==> src/rtl/writeback_if.sv <==
// Bundle between the MEM/decode side of the pipeline and the writeback stage.
// The master drives instruction, control and register-file read signals; the slave is the WB stage.
interface writeback_if;
  logic        mem_valid;
  logic        mem_reg_we;
  logic [4:0]  mem_rd_addr;
  logic [1:0]  mem_wb_sel;
  logic [31:0] mem_alu_result;
  logic [31:0] mem_pc;
  logic [31:0] mem_load_data;
  logic [2:0]  mem_funct3;
  logic        stall;
  logic        flush;
  logic [4:0]  dec_rs1_addr;
  logic [4:0]  dec_rs2_addr;
  logic [31:0] rf_rs1_data;
  logic [31:0] rf_rs2_data;

  logic        write_enable;
  logic [4:0]  addr_rd;
  logic [31:0] data_rd;
  logic        wb_valid;
  logic        load_fault;
  logic [31:0] retire_count;
  logic [31:0] fwd_rs1_data;
  logic [31:0] fwd_rs2_data;

  modport master (
    output mem_valid, mem_reg_we, mem_rd_addr, mem_wb_sel, mem_alu_result,
           mem_pc, mem_load_data, mem_funct3, stall, flush,
           dec_rs1_addr, dec_rs2_addr, rf_rs1_data, rf_rs2_data,
    input  write_enable, addr_rd, data_rd, wb_valid, load_fault,
           retire_count, fwd_rs1_data, fwd_rs2_data
  );

  modport slave (
    input  mem_valid, mem_reg_we, mem_rd_addr, mem_wb_sel, mem_alu_result,
           mem_pc, mem_load_data, mem_funct3, stall, flush,
           dec_rs1_addr, dec_rs2_addr, rf_rs1_data, rf_rs2_data,
    output write_enable, addr_rd, data_rd, wb_valid, load_fault,
           retire_count, fwd_rs1_data, fwd_rs2_data
  );
endinterface

==> src/rtl/writeback_stage.sv <==
// Pipeline writeback stage: WB register, load extraction/fault check, retire counter.
// Define WB_BYPASS_EN to forward the in-flight WB write to the decode operands.
module writeback_stage (
  input  logic        clk,
  input  logic        rst_n,
  writeback_if.slave  wb
);

  localparam logic [1:0] SEL_ALU  = 2'b00;
  localparam logic [1:0] SEL_LOAD = 2'b01;
  localparam logic [1:0] SEL_PC4  = 2'b10;

  localparam logic [2:0] F3_LB  = 3'b000;
  localparam logic [2:0] F3_LH  = 3'b001;
  localparam logic [2:0] F3_LW  = 3'b010;
  localparam logic [2:0] F3_LBU = 3'b100;
  localparam logic [2:0] F3_LHU = 3'b101;

  logic        valid_q;
  logic        reg_we_q;
  logic [4:0]  rd_q;
  logic [1:0]  wb_sel_q;
  logic [31:0] alu_q;
  logic [31:0] pc_q;
  logic [31:0] ld_data_q;
  logic [2:0]  funct3_q;
  logic [31:0] retire_count_q;
  logic [31:0] retire_count_d;

  logic [1:0]  offset;
  logic [7:0]  ld_byte;
  logic [15:0] ld_half;
  logic [31:0] ld_val;
  logic        ld_bad;
  logic        fault;
  logic        we;
  logic [31:0] data;

  assign retire_count_d = (valid_q && !wb.stall && !wb.flush) ? retire_count_q + 32'd1
                                                              : retire_count_q;

  // Flush only drops the valid bit; the stale payload is harmless once valid is low.
  always_ff @(posedge clk or negedge rst_n) begin
    if (!rst_n) begin
      valid_q        <= 1'b0;
      reg_we_q       <= 1'b0;
      rd_q           <= 5'd0;
      wb_sel_q       <= 2'b00;
      alu_q          <= 32'd0;
      pc_q           <= 32'd0;
      ld_data_q      <= 32'd0;
      funct3_q       <= 3'd0;
      retire_count_q <= 32'd0;
    end else begin
      retire_count_q <= retire_count_d;
      if (wb.flush) begin
        valid_q <= 1'b0;
      end else if (!wb.stall) begin
        valid_q   <= wb.mem_valid;
        reg_we_q  <= wb.mem_reg_we;
        rd_q      <= wb.mem_rd_addr;
        wb_sel_q  <= wb.mem_wb_sel;
        alu_q     <= wb.mem_alu_result;
        pc_q      <= wb.mem_pc;
        ld_data_q <= wb.mem_load_data;
        funct3_q  <= wb.mem_funct3;
      end
    end
  end

  assign offset  = alu_q[1:0];
  assign ld_half = offset[1] ? ld_data_q[31:16] : ld_data_q[15:0];

  always_comb begin
    ld_byte = ld_data_q[7:0];
    case (offset)
      2'd1:    ld_byte = ld_data_q[15:8];
      2'd2:    ld_byte = ld_data_q[23:16];
      2'd3:    ld_byte = ld_data_q[31:24];
      default: ld_byte = ld_data_q[7:0];
    endcase
  end

  always_comb begin
    ld_val = 32'd0;
    ld_bad = 1'b0;
    case (funct3_q)
      F3_LB:  ld_val = {{24{ld_byte[7]}}, ld_byte};
      F3_LH: begin
        ld_val = {{16{ld_half[15]}}, ld_half};
        ld_bad = offset[0];
      end
      F3_LW: begin
        ld_val = ld_data_q;
        ld_bad = (offset != 2'd0);
      end
      F3_LBU: ld_val = {24'd0, ld_byte};
      F3_LHU: begin
        ld_val = {16'd0, ld_half};
        ld_bad = offset[0];
      end
      default: ld_bad = 1'b1;
    endcase
  end

  assign fault = valid_q && (wb_sel_q == SEL_LOAD) && ld_bad;

  always_comb begin
    data = 32'd0;
    case (wb_sel_q)
      SEL_ALU:  data = alu_q;
      SEL_LOAD: data = ld_bad ? 32'd0 : ld_val;
      SEL_PC4:  data = pc_q + 32'd4;
      default:  data = 32'd0;
    endcase
  end

  // The reserved select never writes, so it is excluded alongside x0 and faults.
  assign we = valid_q && reg_we_q && (rd_q != 5'd0) && !fault && (wb_sel_q != 2'b11);

  assign wb.write_enable = we;
  assign wb.addr_rd      = rd_q;
  assign wb.data_rd      = data;
  assign wb.wb_valid     = valid_q;
  assign wb.load_fault   = fault;
  assign wb.retire_count = retire_count_q;

`ifdef WB_BYPASS_EN
  assign wb.fwd_rs1_data = (we && (wb.dec_rs1_addr == rd_q)) ? data : wb.rf_rs1_data;
  assign wb.fwd_rs2_data = (we && (wb.dec_rs2_addr == rd_q)) ? data : wb.rf_rs2_data;
`else
  logic unused_dec_addr;
  assign unused_dec_addr = ^{wb.dec_rs1_addr, wb.dec_rs2_addr};
  assign wb.fwd_rs1_data = wb.rf_rs1_data;
  assign wb.fwd_rs2_data = wb.rf_rs2_data;
`endif

endmodule

==> src/flat_wrapper.sv <==
// flat-port wrapper written by rule: the top's interface ports become plain ports
module writeback_stage_flat 
  (clk, rst_n, wb_mem_valid, wb_mem_reg_we, wb_mem_rd_addr, wb_mem_wb_sel, wb_mem_alu_result, wb_mem_pc, wb_mem_load_data, wb_mem_funct3, wb_stall, wb_flush, wb_dec_rs1_addr, wb_dec_rs2_addr, wb_rf_rs1_data, wb_rf_rs2_data, wb_write_enable, wb_addr_rd, wb_data_rd, wb_wb_valid, wb_load_fault, wb_retire_count, wb_fwd_rs1_data, wb_fwd_rs2_data);
  writeback_if wb_i ();
  input  logic clk;
  input  logic rst_n;
  input wire logic [$bits(wb_i.mem_valid)-1:0] wb_mem_valid;
  input wire logic [$bits(wb_i.mem_reg_we)-1:0] wb_mem_reg_we;
  input wire logic [$bits(wb_i.mem_rd_addr)-1:0] wb_mem_rd_addr;
  input wire logic [$bits(wb_i.mem_wb_sel)-1:0] wb_mem_wb_sel;
  input wire logic [$bits(wb_i.mem_alu_result)-1:0] wb_mem_alu_result;
  input wire logic [$bits(wb_i.mem_pc)-1:0] wb_mem_pc;
  input wire logic [$bits(wb_i.mem_load_data)-1:0] wb_mem_load_data;
  input wire logic [$bits(wb_i.mem_funct3)-1:0] wb_mem_funct3;
  input wire logic [$bits(wb_i.stall)-1:0] wb_stall;
  input wire logic [$bits(wb_i.flush)-1:0] wb_flush;
  input wire logic [$bits(wb_i.dec_rs1_addr)-1:0] wb_dec_rs1_addr;
  input wire logic [$bits(wb_i.dec_rs2_addr)-1:0] wb_dec_rs2_addr;
  input wire logic [$bits(wb_i.rf_rs1_data)-1:0] wb_rf_rs1_data;
  input wire logic [$bits(wb_i.rf_rs2_data)-1:0] wb_rf_rs2_data;
  output wire logic [$bits(wb_i.write_enable)-1:0] wb_write_enable;
  output wire logic [$bits(wb_i.addr_rd)-1:0] wb_addr_rd;
  output wire logic [$bits(wb_i.data_rd)-1:0] wb_data_rd;
  output wire logic [$bits(wb_i.wb_valid)-1:0] wb_wb_valid;
  output wire logic [$bits(wb_i.load_fault)-1:0] wb_load_fault;
  output wire logic [$bits(wb_i.retire_count)-1:0] wb_retire_count;
  output wire logic [$bits(wb_i.fwd_rs1_data)-1:0] wb_fwd_rs1_data;
  output wire logic [$bits(wb_i.fwd_rs2_data)-1:0] wb_fwd_rs2_data;
  assign wb_i.mem_valid = wb_mem_valid;
  assign wb_i.mem_reg_we = wb_mem_reg_we;
  assign wb_i.mem_rd_addr = wb_mem_rd_addr;
  assign wb_i.mem_wb_sel = wb_mem_wb_sel;
  assign wb_i.mem_alu_result = wb_mem_alu_result;
  assign wb_i.mem_pc = wb_mem_pc;
  assign wb_i.mem_load_data = wb_mem_load_data;
  assign wb_i.mem_funct3 = wb_mem_funct3;
  assign wb_i.stall = wb_stall;
  assign wb_i.flush = wb_flush;
  assign wb_i.dec_rs1_addr = wb_dec_rs1_addr;
  assign wb_i.dec_rs2_addr = wb_dec_rs2_addr;
  assign wb_i.rf_rs1_data = wb_rf_rs1_data;
  assign wb_i.rf_rs2_data = wb_rf_rs2_data;
  assign wb_write_enable = wb_i.write_enable;
  assign wb_addr_rd = wb_i.addr_rd;
  assign wb_data_rd = wb_i.data_rd;
  assign wb_wb_valid = wb_i.wb_valid;
  assign wb_load_fault = wb_i.load_fault;
  assign wb_retire_count = wb_i.retire_count;
  assign wb_fwd_rs1_data = wb_i.fwd_rs1_data;
  assign wb_fwd_rs2_data = wb_i.fwd_rs2_data;
  writeback_stage u_core (.clk(clk), .rst_n(rst_n), .wb(wb_i));
endmodule
==> config.mk <==
export PLATFORM = sky130hd
export DESIGN_NAME = writeback_stage_flat
export DESIGN_NICKNAME = d
export VERILOG_FILES = /design/src/rtl/writeback_if.sv /design/src/rtl/writeback_stage.sv /design/src/flat_wrapper.sv
export SDC_FILE = /design/constraint.sdc
export NUM_CORES = 1
export LEC_CHECK = 0
export ABC_AREA = 1
export CAP_MARGIN = 20
export CORE_MARGIN = 2
export CORE_UTILIZATION = 25
export CTS_CLUSTER_DIAMETER = 150
export DETAILED_ROUTE_END_ITERATION = 16
export SETUP_SLACK_MARGIN = 0.3
export SKIP_CTS_REPAIR_TIMING = 1
export SYNTH_ARGS = -nofsm -noshare
export SYNTH_HDL_FRONTEND = slang
export SYNTH_SLANG_ARGS = --single-unit
==> constraint.sdc <==
create_clock -name clk -period 4.7 [get_ports clk]
set_clock_uncertainty 0.05 [all_clocks]
set_input_delay 0.705 -clock clk [delete_from_list [all_inputs] [get_ports clk]]
set_output_delay 0.705 -clock clk [all_outputs]
set_load 0.05 [all_outputs]
Word-level counts from Yosys, hierarchy flattened
Cells that the tools add are included.
{"block": "op_classes", "add_sub_neg": 2, "eq_ne": 11, "muxes": 8, "bitwise": 2, "reduce_logical": 18}
{"cell": "$pmux 32 s5", "count": 1}
{"cell": "$pmux 32 s3", "count": 1}
{"cell": "$add 32x1->32 const B", "count": 1}
{"cell": "$add 32x3->32 const B", "count": 1}
{"cell": "$mux 32", "count": 1}
{"cell": "$pmux 8 s3", "count": 1}
{"cell": "$mux 16", "count": 1}
{"cell": "$logic_and 1x1->1", "count": 8}
{"cell": "$eq 2x2->1 const B", "count": 3}
{"cell": "$eq 3x3->1 const B", "count": 2}
{"cell": "$reduce_bool 5->1", "count": 1}
{"cell": "$eq 2x1->1 const B", "count": 2}
{"cell": "$reduce_or 2->1", "count": 2}
{"cell": "$eq 3x1->1 const B", "count": 1}
{"cell": "$eq 3x2->1 const B", "count": 1}
{"cell": "$logic_not 1->1", "count": 3}
{"cell": "$logic_not 3->1", "count": 1}
{"cell": "$pmux 1 s3", "count": 1}
{"cell": "$logic_not 2->1", "count": 1}
{"cell": "$mux 1", "count": 2}
{"cell": "$ne 2x1->1 const B", "count": 1}
{"cell": "$ne 2x2->1 const B", "count": 1}
{"cell": "$not 1->1", "count": 2}
{"cell": "$reduce_and 2->1", "count": 1}
{"cell": "$reduce_bool 2->1", "count": 1}
{"block": "totals", "regBits": 140, "output_inout_bits": 136}

Logic depth before layout (Yosys ltp)
Gate-level depths: netlist (run 1).
{"block": "logic_depth", "depth_word": 7, "mapped_depth": 10}

Worst setup path after synthesis (run 1)
No wires, ideal clock.
{"block": "synth_path", "kind": "register -> output", "startpoint": "register u_core.alu_q[1]", "endpoint": "output port wb_write_enable", "t_arrival_ns": 1.909, "required_time_ns": 3.945, "setup_slack_ns": 2.036, "stages_incl_launch_ff": 9, "path_cell_list": "dfrtp_1 buf_2 nor2_1 inv_1 o21ai_1 nand2_1 nand3_1 inv_1 nor2_1"}
{"block": "synth_between", "elab_chain_len": 6}
{"element": "start: declaration", "line_no": "writeback_stage.sv:23", "rtl": "logic [31:0] alu_q;"}
{"element": "start signal: assignment", "line_no": "writeback_stage.sv:63", "rtl": "alu_q <= wb.mem_alu_result;"}
{"element": "$reduce_bool 2->1", "line_no": "writeback_stage.sv:95", "rtl": "ld_bad = (offset != 2'd0);"}
{"element": "$pmux 1 s3", "line_no": "writeback_stage.sv:87", "rtl": "case (funct3_q)"}
{"element": "$logic_and 1x1->1", "line_no": "writeback_stage.sv:106", "rtl": "assign fault = valid_q && (wb_sel_q == SEL_LOAD) && ld_bad;"}
{"element": "net wb_load_fault", "line_no": "flat_wrapper.sv:25", "rtl": "output wire logic [$bits(wb_i.load_fault)-1:0] wb_load_fault;"}
{"element": "$logic_not 1->1", "line_no": "writeback_stage.sv:119", "rtl": "assign we = valid_q && reg_we_q && (rd_q != 5'd0) && !fault && (wb_sel_q != 2'b11);"}
{"element": "$logic_and 1x1->1 (2 in series)", "line_no": "writeback_stage.sv:119"}
{"element": "end: declaration", "line_no": "flat_wrapper.sv:21", "rtl": "output wire logic [$bits(wb_i.write_enable)-1:0] wb_write_enable;"}
The timed path passes the listed nets, and every way through them passes these cells.

Worst setup path after layout (run 1)
{"block": "layout_path", "startpoint": "register u_core.alu_q[1]", "endpoint": "output port wb_data_rd[19]"}
{"block": "layout_between", "elab_chain_len": 5, "elab_cells_between_ends": 10, "cone_classes": "3 x eq/ne; 6 x mux; 1 x reduce/logical"}
{"element": "$eq 2x2->1 / $eq 2x1->1 (equally long branches)", "line_no": "writeback_stage.sv:76", "rtl": "case (offset)"}
{"element": "$pmux 8 s3", "line_no": "writeback_stage.sv:76"}
{"element": "$pmux 32 s5", "line_no": "writeback_stage.sv:87"}
{"element": "$mux 32 (*)", "line_no": "writeback_stage.sv:112", "rtl": "SEL_LOAD: data = ld_bad ? 32'd0 : ld_val;"}
{"element": "$pmux 32 s3 (*)", "line_no": "writeback_stage.sv:110", "rtl": "case (wb_sel_q)"}
{"element": "end: declaration", "line_no": "flat_wrapper.sv:23", "rtl": "output wire logic [$bits(wb_i.data_rd)-1:0] wb_data_rd;"}
Every way passes the cells marked *; elsewhere a longest branch is shown, timed or not.

==> qor.txt, run 1 <==
Slew headroom - 0.446
status - finished clean
# Max-Cap Violations - 0
total power - 4.07 mW
DRT antenna net count - 0
# DRC - 0
cell count after synthesis - 1249
Leak - 4.87 nW
Fmax - 0.249 GHz
Reg area - 3500 sq um
most frequent cells in the layout - nand2_1, clkdlybuf4s50_1, nor2_1, dfrtp_1, inv_1
num rows - 68
Setup-failing EPs final - 0
multi-input logic area - 4080 sq um
Initial Util - 0.252
clk root buf - clkbuf_16
#FFs+latches synth - 140
Final HPWL DP - 23.7 mm
Clock Latency Late Sink - 430 ps
CP peak stage delay - 830 ps
DIE AREA - 36200 sq um
Synth Area in Simple Gates - 0.328
Initial DRC Count - 575
CP required - 3940 ps
Critical Path End Type - output pin
FILL cells - 3806
Max IR drop VDD - 0.256 mV
CORE AREA - 34400 sq um
Inst Count DP - 1794
Placer Congestion - 0.894
critical setup path kind - flop to output pin
most used flip-flop cell after synthesis - dfrtp_1
register-to-register setup slack - 2710 ps
layout cells sized above 1 - 0.0627
Slew Limit Fails - 0
post-synthesis compound-gate area fraction - 0.0789
Hold/Removal Path Class - input pin to asynchronous set/reset pin
Final #Nets - 1546
EDFF count, synth - 0
total CTS buffers - 17
setup tns final - 0 ps
Worst-Margin Slew - 831 ps
Post-Synth Adder-Cell Area - 0.00288
via/cell ratio - 4.53
CTS tree - done
initial antenna violation count - 12
First-pass DRT Iterations - 5
Fin. Hold Viols - 0
most frequent CP cell - nand2_1
I/O pin count - 322
Worst EP arrival - 3260 ps
Critical R2R Launch - u_core.wb.wb_valid
I/O Buffers - 183
worst-path maximum fanout - 32
worst r2r path cells - 7
average wire per standard cell - 17.1 um
H-tree depth - 4
unrepaired setup endpoints after global routing - no
critical-path cell list - nor2_1, inv_1, o21ai_1, nand2_1, nor2_2, buf_4, nand2_1, nand3_1, clkdlybuf4s50_1
Synth warnings - 0
Layout Utilization - 0.324
crit path time final - 4010 ps
largest family of logic cells by synthesized area - simple AND/OR/NAND/NOR gates
DIE WIDTH - 190 um
Total Wirelength - 31.4 mm
DP Area - 10500 sq um
Finished Layout Cells - 1831
XOR/XNOR Fraction of Synth Area - 0.0172
vias in the first global route - 8112
Worst path slowest cell - clkdlybuf4s50_1
pwr dens - 366 nW/um^2
Reg clk slew, reported paths - 70 ps
Post-Syn Area - 8680 sq um
GRT overflow - 0
total track usage - 0.173
mux cell area share after synthesis - 0.0414
CTS max path bufs - 2
commonest non-fill, non-tap cell in the layout - nand2_1
Clock Sinks - 140
Netlist cell types - 32
critical path startpoint category - flop
largest net degree at the start of global routing - 184
syn_area_per_cell - 6.95 sq um
RR Endpoint - u_core.wb.retire_count[20]
Die Ht - 190 um
sequential cell area fraction in the yosys report - 0.404
first-pass GRT wire length - 47.2 mm
Final Cycle Share - 0.853
Final Cell Area - 11100 sq um
Syn Nets - 1437
via count - 8299
async set-or-reset flop fraction in the synthesized netlist - 1.00
Area Overhead vs Synth - 28.2%
==> worst max path at each step <==
stage / startpoint / endpoint / cells past startpoint
final: u_core.alu_q[1] / wb_data_rd[19] / 9
after global routing: u_core.alu_q[1] / wb_data_rd[19] / 9
after CTS: u_core.alu_q[1] / wb_data_rd[19] / 9
after detailed placement: u_core.alu_q[1] / wb_data_rd[19] / 9
after global placement: u_core.alu_q[1] / wb_data_rd[19] / 9
after floorplan: u_core.alu_q[1] / wb_write_enable / 8
==> metal layers <==
metal	vias to the layer above	track usage	wire length, um
met5	-	0	86
met3	95	0.0596	2660
met2	274	0.270	14000
met4	14	0.0909	1470
met1	3820	0.209	13200
li1	4096	-	-
==> cell usage after synthesis (2+ instances only) <==
| cell type | number | share of area |
|---|---|---|
| a21oi_1 | 9 | 0.0052 |
| a22oi_1 | 2 | 0.0017 |
| buf_2 | 18 | 0.010 |
| buf_4 | 67 | 0.058 |
| clkbuf_1 | 17 | 0.0074 |
| dfrtp_1 | 140 | 0.40 |
| ha_1 | 2 | 0.0029 |
| inv_1 | 111 | 0.048 |
| inv_2 | 4 | 0.0017 |
| mux2_2 | 31 | 0.040 |
| nand2_1 | 443 | 0.19 |
| nand3_1 | 80 | 0.046 |
| nand3b_1 | 14 | 0.012 |
| nand4_1 | 6 | 0.0043 |
| nor2_1 | 153 | 0.066 |
| nor3_1 | 4 | 0.0023 |
| nor3_2 | 2 | 0.0023 |
| o211ai_1 | 5 | 0.0043 |
| o21ai_0 | 108 | 0.062 |
| o21ai_1 | 3 | 0.0017 |
| o22ai_1 | 4 | 0.0029 |
| xnor2_1 | 5 | 0.0050 |
| xor2_1 | 12 | 0.012 |
==> layout make-up <==
type | count | area share
tap | 455 | 0.0512
sequential | 140 | 0.315
multi-input combinational | 889 | 0.367
inverter | 116 | 0.0391
clock buffer | 18 | 0.0395
antenna | 5 | 0.00112
clock inverter | 14 | 0.0142
timing repair buffer | 194 | 0.173
==> registers in the layout, summed over array words and instances (netlist names) <==
| signal | count |
|---|---|
| u_core.reg_we_q | 1 |
| u_core.pc_q | 32 |
| u_core.alu_q | 32 |
| u_core.wb.addr_rd | 5 |
| u_core.wb_sel_q | 2 |
| u_core.wb.retire_count | 32 |
| u_core.funct3_q | 3 |
| u_core.ld_data_q | 32 |
| u_core.wb.wb_valid | 1 |
==> power breakdown <==
part           internal, mW  switching [mW]  leakage, nW
Combinational         0.415           0.773         2.84
Clock                 0.807           0.602        0.278
Sequential             1.34           0.131         1.75
==> critical path, delay by kind of cell, from the launching register on <==
| family | cells | cell delay (ps) |
|---|---|---|
| buffers and inverters | 3 | 1240 |
| AOI/OAI and AO/OA | 1 | 130 |
| DFF | 1 | 610 |
| and+or+nand+nor | 5 | 820 |
==> metrics by stage <==
step,setup WS (ps),hold WS (ps)
3_5_place_dp,1140,447
3_3_place_gp,1140,441
2_1_floorplan,2040,359
6_report,689,274
5_1_grt,462,340
4_1_cts,659,317
==> kinds of logic after synthesis <==
kind of cell,count (synthesis)
muxes,32
AOI/OAI and AO/OA,132
DFF,140
adders and majority gates,2
xor gates and xnor gates,17
buffers and inverters,220
and+or+nand+nor,706
Note: power is estimated with default switching activity, not from simulation.
==> run 2: changes to the inputs <==
- PLACE_DENSITY_LB_ADDON: not set -> 0.1
- SLEW_MARGIN: not set -> 20
==> run 2 against run 1 <==
  * Combinational power is essentially flat
  * Core utilization is essentially flat
  * Sequential power is essentially flat
  * Critical path depth is the same
  * Highest routed layer unchanged
  * Largest cell class unchanged
  * Largest power group unchanged
==> qor.txt, run 2 (synthesized netlist as in run 1, its figures left out) <==
status - finished clean (unchanged)
CP peak stage delay - 810 ps (was 830 ps)
via/cell ratio - 4.47 (was 4.53)
First-pass DRT Iterations - 5 (unchanged)
Reg clk slew, reported paths - 70 ps (about the same)
Max IR drop VDD - 0.239 mV (was 0.256 mV)
I/O pin count - 322 (unchanged)
Clock Latency Late Sink - 430 ps (about the same)
Setup-failing EPs final - 0 (unchanged)
Die Ht - 190 um (unchanged)
setup tns final - 0 ps (unchanged)
Final HPWL DP - 23.4 mm (was 23.7 mm)
clk root buf - clkbuf_16 (unchanged)
Worst EP arrival - 3060 ps (was 3260 ps)
most frequent CP cell - nor2_1 (was nand2_1)
total track usage - 0.175 (was 0.173)
Final #Nets - 1546 (unchanged)
critical-path cell list - nand2_1, nor2_1, nand2_1, nor2_1, nor2_1, nor2_1, nor2_1, nand2_1, clkdlybuf4s50_1 (was nor2_1, inv_1, o21ai_1, nand2_1, nor2_2, buf_4, nand2_1, nand3_1, clkdlybuf4s50_1)
DRT antenna net count - 0 (unchanged)
num rows - 68 (unchanged)
CTS tree - done (unchanged)
Initial DRC Count - 603 (was 575)
unrepaired setup endpoints after global routing - no (unchanged)
# DRC - 0 (unchanged)
CP required - 3940 ps (about the same)
Worst-Margin Slew - 905 ps (was 831 ps)
crit path time final - 3820 ps (was 4010 ps)
first-pass GRT wire length - 47.7 mm (was 47.2 mm)
H-tree depth - 4 (unchanged)
critical path startpoint category - flop (unchanged)
critical setup path kind - flop to output pin (unchanged)
hold_ws - 276 ps (was 274 ps)
# Max-Cap Violations - 0 (unchanged)
I/O Buffers - 183 (unchanged)
CTS max path bufs - 2 (unchanged)
Initial Util - 0.252 (unchanged)
DIE AREA - 36200 sq um (unchanged)
average wire per standard cell - 17.1 um (about the same)
Hold/Removal Path Class - input pin to asynchronous set/reset pin (unchanged)
most frequent cells in the layout - nand2_1, clkdlybuf4s50_1, nor2_1, dfrtp_1, inv_1 (unchanged)
initial antenna violation count - 7 (was 12)
Worst path slowest cell - clkdlybuf4s50_1 (unchanged)
total CTS buffers - 17 (unchanged)
Clock Sinks - 140 (unchanged)
commonest non-fill, non-tap cell in the layout - nand2_1 (unchanged)
CORE AREA - 34400 sq um (unchanged)
worst-path maximum fanout - 5 (was 32)
largest net degree at the start of global routing - 184 (unchanged)
Slew Limit Fails - 0 (unchanged)
Critical Path End Type - output pin (unchanged)
vias in the first global route - 8176 (was 8112)
Final Cycle Share - 0.812 (was 0.853)
pwr dens - 367 nW/um^2 (was 366 nW/um^2)
worst r2r path cells - 7 (unchanged)
Leak - 4.87 nW (about the same)
Placer Congestion - 0.883 (was 0.894)
Fin. Hold Viols - 0 (unchanged)
GRT overflow - 0 (unchanged)
Slew headroom - 0.396 (was 0.446)
layout cells sized above 1 - 0.0627 (unchanged)
Total Wirelength - 31.2 mm (was 31.4 mm)
DIE WIDTH - 190 um (unchanged)
Fmax - 0.262 GHz (was 0.249 GHz)
Area Overhead vs Synth - 28.1% (was 28.2%)
via count - 8170 (was 8299)
-- run 2: power by group --
part | leakage (nW) | switching (mW) | internal [mW]
logic | 2.84 | 0.785 | 0.415
registers | 1.75 | 0.120 | 1.34
clock network | 0.282 | 0.610 | 0.808
-- run 2: worst paths after layout --
path                                    start                    endpoint  slack (ps)
setup / recovery               u_core.pc_q[9]              wb_data_rd[12]         880
hold / removal                          rst_n        u_core.ld_data_q[26]         280
setup reg to reg           u_core.wb.wb_valid  u_core.wb.retire_count[20]        2650
hold reg to reg               u_core.alu_q[4]             u_core.alu_q[4]         460
max in group asynchronous               rst_n            u_core.alu_q[12]        3270
min in group clk              u_core.alu_q[4]             u_core.alu_q[4]         460
-- run 2: area by class of cell --
| type | count | area (sq um) |
|---|---|---|
| fill | 3810 | 23300 |
| multi-input combinational | 889 | 4080 |
| sequential | 140 | 3500 |
| timing repair buffer | 194 | 1930 |
| tap | 455 | 569 |
| clock buffer | 18 | 439 |
| inverter | 116 | 435 |
| clock inverter | 14 | 159 |
| antenna | 2 | 5.00 |
-- run 2: critical path: cells and delay by family (launching register included) --
family	cells	cell delay, ps
buffers and inverters	1	810
AND/OR/NAND/NOR	8	1400
flip-flops	1	420
-- run 2: metrics by stage --
step,util,instances,total power [mW],setup WS [ps],instance area (sq um)
global route,0.323,1826,4.31,667,11100
finish,0.323,1828,4.08,883,11100
CTS,0.323,1826,4.14,856,11100
global placement,0.306,1794,2.69,1320,10500
detailed placement,0.306,1794,2.69,1320,10500
floorplan,-,1249,2.33,2040,8680
-- run 2: routing by layer --
metal  vias up  part of all wire  wire (um)  global-route usage
met5         -            0.0022         69                   0
met4        10             0.015        471              0.0441
met3        44             0.051       1610              0.0410
met2       193              0.47      14600               0.290
met1      3845              0.46      14400               0.228
li1       4078                 -          -                   -
==> run 3: changes to the inputs <==
- clock period: 4.7 -> 3.3 ns (I/O delays scaled with it)
==> run 3 against run 2 <==
  * Core utilization increased by 1.5 points
  * Combinational power increased by 66%
  * Via count about the same
  * Die area unchanged
  * Power increased by 53%
  * First-iteration DRC count decreased by 21%
  * Sequential share of layout area decreased by 1.4 points
  * Global-route usage increased by 0.29 points
  * Routed wire length increased by 0.32%
  * Critical endpoint is now wb_data_rd[11]
==> qor.txt, run 3 (synthesized netlist as in run 1, its figures left out) <==
Critical Path End Type - output pin (unchanged)
# DRC - 0 (unchanged)
first-pass GRT wire length - 48.4 mm (was 47.7 mm)
worst slack, placed - 634 ps (was 1320 ps)
DIE AREA - 36200 sq um (unchanged)
total track usage - 0.177 (was 0.175)
status - finished clean (unchanged)
Final Cell Area - 11600 sq um (was 11100 sq um)
critical setup path kind - flop to output pin (unchanged)
Final Cycle Share - 0.860
Leak - 5.14 nW (was 4.87 nW)
Setup-failing EPs final - 0 (unchanged)
initial antenna violation count - 8 (was 7)
via count - 8178 (was 8170)
Initial Util - 0.252 (unchanged)
# Max-Cap Violations - 0 (unchanged)
Initial DRC Count - 476 (was 603)
worst-path maximum fanout - 6 (was 5)
DP Area - 10900 sq um (was 10500 sq um)
worst setup margin - 462 ps (was 883 ps)
FILL cells - 3741 (was 3810)
CTS max path bufs - 2 (unchanged)
Total Wirelength - 31.3 mm (was 31.2 mm)
unrepaired setup endpoints after global routing - no (unchanged)
Fin. Hold Viols - 0 (unchanged)
CP required - 2750 ps (was 3940 ps)
DRT antenna net count - 0 (unchanged)
hold_ws - 19.9 ps (was 276 ps)
layout cells sized above 1 - 0.0988 (was 0.0627)
num rows - 68 (unchanged)
critical-path cell list - nand3_1, nor2_2, nand3_1, a31oi_1, nand2_1, buf_12 (was nand2_1, nor2_1, nand2_1, nor2_1, nor2_1, nor2_1, nor2_1, nand2_1, clkdlybuf4s50_1)
Clock Latency Late Sink - 430 ps (about the same)
Final #Nets - 1552 (was 1546)
H-tree depth - 4 (unchanged)
Worst-Margin Slew - 776 ps (was 905 ps)
critical path startpoint category - flop (unchanged)
Hold/Removal Path Class - input pin to asynchronous set/reset pin (unchanged)
Reg area - 3500 sq um (unchanged)
Die Ht - 190 um (unchanged)
Max IR drop VDD - 0.393 mV (was 0.239 mV)
Placer Congestion - 0.879 (was 0.883)
via/cell ratio - 4.46 (was 4.47)
vias in the first global route - 8279 (was 8176)
CP peak stage delay - 450 ps (was 810 ps)
CTS tree - done (unchanged)
most frequent CP cell - nand3_1 (was nor2_1)
Fmax - 0.352 GHz
I/O Buffers - 183 (unchanged)
I/O pin count - 322 (unchanged)
pwr dens - 536 nW/um^2 (was 367 nW/um^2)
CORE AREA - 34400 sq um (unchanged)
commonest non-fill, non-tap cell in the layout - nand2_1 (unchanged)
average wire per standard cell - 17.1 um (about the same)
First-pass DRT Iterations - 5 (unchanged)
crit path time final - 2840 ps
Area Overhead vs Synth - 34.0% (was 28.1%)
setup tns final - 0 ps (unchanged)
Slew headroom - 0.483 (was 0.396)
Worst path slowest cell - dfrtp_1 (was clkdlybuf4s50_1)
DIE WIDTH - 190 um (unchanged)
total CTS buffers - 17 (unchanged)
largest net degree at the start of global routing - 184 (unchanged)
GRT overflow - 0 (unchanged)
most frequent cells in the layout - nand2_1, clkdlybuf4s50_1, nor2_1, dfrtp_1, inv_1 (unchanged)
Clock Sinks - 140 (unchanged)
Worst EP arrival - 2290 ps (was 3060 ps)
Final HPWL DP - 23.6 mm (was 23.4 mm)
total power - 6.23 mW (was 4.08 mW)
clk root buf - clkbuf_16 (unchanged)
Reg clk slew, reported paths - 60 ps (was 70 ps)
Slew Limit Fails - 0 (unchanged)
multi-input logic area - 4120 sq um (was 4080 sq um)
[run 3: cell types whose count changed in the layout (fill, tap and decap cells not counted), moves of 3 or more]
cell	previous run	this run
buf_12	1	35
bufinv_16	2	5
clkdlybuf4s50_1	182	148
clkinv_4	1	4
inv_6	5	1
nor2_1	151	145
nor2_2	2	8
[run 3: final timing paths]
kind | startpoint | to | slack [ps] | cells after the start
worst max-delay path | u_core.pc_q[2] | wb_data_rd[11] | 460 | 6
worst min-delay path | rst_n | u_core.ld_data_q[12] | 20 | 1
worst max register to register | u_core.wb.retire_count[0] | u_core.wb.retire_count[20] | 1450 | 7
worst min register to register | u_core.alu_q[2] | u_core.alu_q[2] | 460 | 1
max in group asynchronous | rst_n | u_core.alu_q[13] | 2510 | 2
min in group clk | u_core.alu_q[2] | u_core.alu_q[2] | 460 | 1
[run 3: final cells by class]
cell class,count,area share
multi-input combinational,889,0.354
clock buffer,17,0.0366
timing repair buffer,200,0.202
antenna,2,0.000431
tap,455,0.0490
sequential,140,0.301
clock inverter,14,0.0188
inverter,116,0.0378
[run 3: layer usage]
metal / track usage / vias to the layer above / part of all wire
met5: 0 / - / 0.0023
met4: 0.0489 / 12 / 0.017
met3: 0.0396 / 43 / 0.059
met2: 0.290 / 225 / 0.46
met1: 0.235 / 3806 / 0.46
li1: - / 4092 / -
[run 3: critical path: cells and delay by family, from the launching register on]
kind	cells	cell delay [ps]
and+or+nand+nor	4	950
AOI/OAI and AO/OA	1	270
buffers and inverters	1	190
DFF	1	450
[run 3: through the flow]
step	std cells	util
final	1833	0.338
after detailed placement	1795	0.316
after global routing	1831	0.338
after CTS	1826	0.335
after global placement	1795	0.316
after floorplan	1249	-
[run 3: power breakdown]
| group | internal [mW] | total [mW] | switching, mW |
|---|---|---|---|
| Clock | 1.34 | 2.16 | 0.817 |
| Combinational | 0.806 | 1.99 | 1.18 |
| Sequential | 1.91 | 2.09 | 0.175 |
